File: config.mk
export PLATFORM = sky130hd
export DESIGN_NAME = bit_serializer_flat
export DESIGN_NICKNAME = d
export VERILOG_FILES = /design/src/rtl/bit_serializer_if.sv /design/src/rtl/bit_serializer.sv /design/src/flat_wrapper.sv
export SDC_FILE = /design/constraint.sdc
export NUM_CORES = 1
export LEC_CHECK = 0
export BUFFER_PORTS_ARGS = -buffer_cell sky130_fd_sc_hd__buf_2
export CORE_MARGIN = 8
export CORE_UTILIZATION = 25
export DETAILED_ROUTE_END_ITERATION = 6
export PLACE_DENSITY = 0.48
export SYNTH_ARGS = -nofsm -noshare
export SYNTH_HDL_FRONTEND = slang
export SYNTH_SLANG_ARGS = --single-unit
export TNS_END_PERCENT = 30
File: constraint.sdc
create_clock -name clk -period 2.3 [get_ports clk]
set_clock_uncertainty 0.2 [all_clocks]
set_input_delay 0.23 -clock clk [delete_from_list [all_inputs] [get_ports clk]]
set_output_delay 0.23 -clock clk [all_outputs]
set_load 0.02 [all_outputs]
File: src/rtl/bit_serializer_if.sv
// Parallel-in / bit-serial-out port bundle for the bit serializer.
// The serializer sits on the slave side; the word source and serial consumer use master.
interface bit_serializer_if #(
  parameter int unsigned WIDTH = 8
);
  logic [WIDTH-1:0] din;
  logic             din_valid;
  logic             din_ready;
  logic             xout;
  logic             xvalid;
  logic             frame_start;

  modport master (
    output din, din_valid,
    input  din_ready, xout, xvalid, frame_start
  );

  modport slave (
    input  din, din_valid,
    output din_ready, xout, xvalid, frame_start
  );
endinterface

File: src/rtl/bit_serializer.sv
// Parallel-to-serial converter with a one-word pending buffer, so consecutive words
// stream out back to back with no gap bit. Each bit is held CLKS_PER_BIT clocks.
module bit_serializer #(
  parameter int unsigned WIDTH        = 8,
  parameter bit          MSB_FIRST    = 1'b1,
  parameter int unsigned CLKS_PER_BIT = 1
) (
  input  logic             clk,
  input  logic             reset,
  bit_serializer_if.slave  bus
);

  localparam int unsigned BIT_W  = $clog2(WIDTH);
  localparam int unsigned HOLD_W = (CLKS_PER_BIT > 1) ? $clog2(CLKS_PER_BIT) : 1;
  localparam logic [BIT_W-1:0]  LAST_BIT  = BIT_W'(WIDTH - 1);
  localparam logic [HOLD_W-1:0] LAST_HOLD = HOLD_W'(CLKS_PER_BIT - 1);

  typedef enum logic {
    IDLE  = 1'b0,
    SHIFT = 1'b1
  } state_e;

  state_e             state_q, state_d;
  logic [WIDTH-1:0]   pbuf_q, pbuf_d;
  logic               pvalid_q, pvalid_d;
  logic [WIDTH-1:0]   sreg_q, sreg_d;
  logic [BIT_W-1:0]   bit_cnt_q, bit_cnt_d;
  logic [HOLD_W-1:0]  hold_cnt_q, hold_cnt_d;
  logic               din_ready_q;
  logic               xvalid_q;
  logic               frame_start_q;
  logic               accept;
  logic               bit_end;
  logic               word_end;
  logic               load;

  // Next-state: accept into pbuf, shift/count while SHIFT, reload from pbuf on word boundary
  always_comb begin
    state_d    = state_q;
    pbuf_d     = pbuf_q;
    pvalid_d   = pvalid_q;
    sreg_d     = sreg_q;
    bit_cnt_d  = bit_cnt_q;
    hold_cnt_d = hold_cnt_q;

    accept   = bus.din_valid && din_ready_q;
    bit_end  = (hold_cnt_q == LAST_HOLD);
    word_end = bit_end && (bit_cnt_q == LAST_BIT);
    load     = pvalid_q && ((state_q == IDLE) || ((state_q == SHIFT) && word_end));

    if (accept) begin
      pbuf_d   = bus.din;
      pvalid_d = 1'b1;
    end

    case (state_q)
      IDLE: begin
      end
      SHIFT: begin
        if (bit_end) begin
          hold_cnt_d = '0;
          // Zero fill: after the last shift the register is empty, which keeps xout low in IDLE
          sreg_d     = MSB_FIRST ? (sreg_q << 1) : (sreg_q >> 1);
          bit_cnt_d  = word_end ? '0 : bit_cnt_q + BIT_W'(1);
          if (word_end) begin
            state_d = IDLE;
          end
        end else begin
          hold_cnt_d = hold_cnt_q + HOLD_W'(1);
        end
      end
      default: state_d = IDLE;
    endcase

    if (load) begin
      sreg_d     = pbuf_q;
      bit_cnt_d  = '0;
      hold_cnt_d = '0;
      pvalid_d   = 1'b0;
      state_d    = SHIFT;
    end
  end

  always_ff @(posedge clk or negedge reset) begin
    if (!reset) begin
      state_q       <= IDLE;
      pbuf_q        <= '0;
      pvalid_q      <= 1'b0;
      sreg_q        <= '0;
      bit_cnt_q     <= '0;
      hold_cnt_q    <= '0;
      din_ready_q   <= 1'b1;
      xvalid_q      <= 1'b0;
      frame_start_q <= 1'b0;
    end else begin
      state_q       <= state_d;
      pbuf_q        <= pbuf_d;
      pvalid_q      <= pvalid_d;
      sreg_q        <= sreg_d;
      bit_cnt_q     <= bit_cnt_d;
      hold_cnt_q    <= hold_cnt_d;
      din_ready_q   <= !pvalid_d;
      xvalid_q      <= (state_d == SHIFT);
      frame_start_q <= load;
    end
  end

  assign bus.din_ready   = din_ready_q;
  assign bus.xvalid      = xvalid_q;
  assign bus.frame_start = frame_start_q;
  assign bus.xout        = MSB_FIRST ? sreg_q[WIDTH-1] : sreg_q[0];

endmodule

File: src/flat_wrapper.sv
// flat-port wrapper written by rule: the top's interface ports become plain ports
module bit_serializer_flat 
#(
  parameter int unsigned WIDTH        = 8,
  parameter bit          MSB_FIRST    = 1'b1,
  parameter int unsigned CLKS_PER_BIT = 1
)
  (clk, reset, bus_din, bus_din_valid, bus_din_ready, bus_xout, bus_xvalid, bus_frame_start);
  bit_serializer_if #(.WIDTH(WIDTH)) bus_i ();
  input  logic clk;
  input  logic reset;
  input wire logic [$bits(bus_i.din)-1:0] bus_din;
  input wire logic [$bits(bus_i.din_valid)-1:0] bus_din_valid;
  output wire logic [$bits(bus_i.din_ready)-1:0] bus_din_ready;
  output wire logic [$bits(bus_i.xout)-1:0] bus_xout;
  output wire logic [$bits(bus_i.xvalid)-1:0] bus_xvalid;
  output wire logic [$bits(bus_i.frame_start)-1:0] bus_frame_start;
  assign bus_i.din = bus_din;
  assign bus_i.din_valid = bus_din_valid;
  assign bus_din_ready = bus_i.din_ready;
  assign bus_xout = bus_i.xout;
  assign bus_xvalid = bus_i.xvalid;
  assign bus_frame_start = bus_i.frame_start;
  bit_serializer #(.WIDTH(WIDTH), .MSB_FIRST(MSB_FIRST), .CLKS_PER_BIT(CLKS_PER_BIT)) u_core (.clk(clk), .reset(reset), .bus(bus_i));
endmodule
==> run summary <==
Final ANT Viol Nets: 0
Hpwl dp: 1354 microns
Routability cong.: 0.6867
Worst-Margin Slew: 0.5311 ns
Combinational share of power: 43.8%
Cells on Worst Hold Path: 2
IO Port Bufs: 14
Part of the Yosys area used for sequential elements: 56.91%
Setup violators final: 0
Flops & latches, synth: 23
Number of global-route vias before repair: 764
Initial antenna violation count: 0
VDD IR max: 0.4760 mV
DIE HEIGHT: 79.67 microns
Final Hold Fails: 0
Core area: 3943 sq um
Met2 Track Usage GR: 11.33%
# rows: 23
Fin crit period: 1.894 ns
Routed vias/inst: 4.615
Die area: 6347 sq um
Layout cells sized above 1: 36.73%
Fill cell count: 397
Crit end category: flop
Syn Nets: 88
Mean Syn Cell Area: 13.51 sq um
Clock power share: 13.8%
IO Pins: 15
Slew Viols, Final: 0
Initial Utilization: 25.71%
Arrival time at the worst endpoint: 1.84 ns
Total gr overflow: 0
First-pass GRT wire length: 3394 microns
Clock Pin Slew Worst Setup and Hold Paths: 0.08 ns
WL/cell: 13.07 microns
Critical path class: reg -> reg
Outcome: finished, final reports clean
R2R depth: 5
Pin count of the biggest net entering global routing: 24
Sw Share: 34.94%
Clock root cell: clkbuf_8
Met1 usage: 7.358%
Post-placement cell area: 1125 sq um
Area Growth Syn to Fin: 22.35%
Max_cap viols: 0
Hold WC Path Type: in -> reg
Final WL: 1935 microns
Share of the clock period used by the worst path: 82.37%
YS warnings: 0
Max Root-Sink Buffers: 2
DRC: 0
Layout Utilization: 31.45%
Crit-path cells: ha_1, ha_1, nand2b_1, nand2_1, o221a_2
Most frequent cells in the layout: 22 x dfrtp_1, 14 x buf_2, 9 x mux2_2
Synth unique cells: 18
FMAX: 527.9 MHz
Nets@finish: 112
P_leak: 0.0005813 uW
Die Wd: 79.67 microns
Worst Path Required: 2.25 ns
H-tree levels: 1
Slew margin rel.: 64.60%
Pwr dens: 1405 nW/um^2
GR Util All Layers: 6.651%
Antenna fix cells: 0
Clock latency on the worst-skew pair: 0.26 ns
Gr busiest metal: met2
Net Sw Power: 608.8 uW
Unrepaired setup endpoints after global routing: false
GRT met3 Usage: 2.252%
Clock Sinks: 23
Internal cell power: 1133 uW
Via count: 683
Crit path max fanout: 8
Hold path endpoint: u_core.pbuf_q[4]
First DRT Iteration DRCs: 23
Post-Syn Instances: 75
Cell mode on critical path: ha_1
Reg power frac: 42.4%
Hold path startpoint: bus_din[4]
Reg2reg end: u_core.sreg_q[1]
Inserted Clock Buffers: 3
CP Launch Type: flop
Most common cell after layout, fill and taps aside: dfrtp_1
Design Area, Final: 1240 sq um
Synthesized area: 1013 sq um
Worst path slowest cell: dfrtp_1
CTS tree: done
DRT Pass-1 Iters: 4
CTS resizes: 0
FF-to-FF setup slack: 0.41 ns
Final setup TNS: 0 ns
Max stage delay on crit path: 0.37 ns
Reg-to-Reg Start: u_core.bit_cnt_q[0]
power by group through the flow:
stage / sequential, uW / combinational (uW) / clock, uW
6_report: 738 / 763 / 241
3_3_place_gp: 745 / 740 / 0
3_5_place_dp: 749 / 765 / 0
2_1_floorplan: 731 / 618 / 0
4_1_cts: 741 / 778 / 253
5_1_grt: 766 / 850 / 269
final cells by class:
class	instances	area, sq um	area share, %
Sequential cell	23	576.8	46.52
Multi-Input combinational cell	46	392.9	31.69
Timing Repair Buffer	23	155.1	12.51
Tap cell	50	62.56	5.045
Clock buffer	4	45.04	3.633
Inverter	2	7.507	0.6054
worst max-delay path, delay by kind of cell (launching register included):
kind            cells  cell delay, ns
fa+ha+maj           2            0.33
compound gates      1            0.33
simple gates        2            0.56
flops               1            0.37
registers in the layout, summed over array words and instances, names as in the netlist:
register and count:
u_core.sreg_q 8, u_core.state_q 1, u_core.pbuf_q 8, u_core.pvalid_q 1
u_core.bus.din_ready 1, u_core.bit_cnt_q 3, u_core.bus.frame_start 1
synthesized netlist by cell type:
| cell type | number | share of area, % |
|---|---|---|
| dfrtp_1 | 22 | 54 |
| ha_1 | 2 | 2.5 |
| nand2b_1 | 2 | 1.2 |
| nor2b_1 | 7 | 4.3 |
| nand2_1 | 5 | 1.9 |
| o21ai_0 | 1 | 0.49 |
| nor2_1 | 1 | 0.37 |
| buf_8 | 1 | 1.5 |
| inv_1 | 2 | 0.74 |
| o22ai_1 | 2 | 1.2 |
| dfstp_2 | 1 | 2.6 |
| buf_6 | 1 | 1.1 |
| buf_2 | 2 | 0.99 |
| a32o_1 | 1 | 0.99 |
| mux2_2 | 9 | 10 |
| mux2i_1 | 2 | 2.0 |
| o221a_2 | 7 | 7.8 |
| a211o_1 | 7 | 6.0 |
per-stage QoR:
stage	worst slack, ns	cells	hold WS [ns]	total power, uW
floorplan	0.6450	75	-0.2656	1350
global placement	0.4586	137	0.04522	1485
detailed placement	0.4030	137	0.03272	1515
CTS	0.3896	148	0.0004903	1773
global route	0.2218	148	0.003104	1885
finish	0.4056	148	0.005699	1742
repair_timing:
action	4_1_cts	5_1_grt
hold buffers	7	0
hold endpoints to repair	28	0
setup endpoints to repair	0	0
buffers inserted	0	0
layer usage:
layer,wire [microns],part of all wire (%)
met1,925,48
met2,882,46
met3,99,5.1
met4,27,1.4
met5,0,0
how the worst max path moves through the flow:
stage,from,endpoint,slack (ns)
after global routing,u_core.bit_cnt_q[0],u_core.sreg_q[3],0.22
after detailed placement,u_core.bit_cnt_q[0],u_core.sreg_q[1],0.40
after CTS,u_core.bit_cnt_q[0],u_core.sreg_q[1],0.39
final,u_core.bit_cnt_q[0],u_core.sreg_q[1],0.41
after floorplan,u_core.bit_cnt_q[0],u_core.sreg_q[2],0.64
after global placement,u_core.bit_cnt_q[1],u_core.sreg_q[5],0.46
cells by family after synthesis:
group,synth area share [%]
adder cells (fa/ha/maj),2.469
multiplexers,11.98
buffers and inverters,4.321
AO/OA/AOI/OAI,16.54
flip-flops,56.91
AND/OR/NAND/NOR,7.777
No activity file was read; power rests on OpenSTA's default activity.
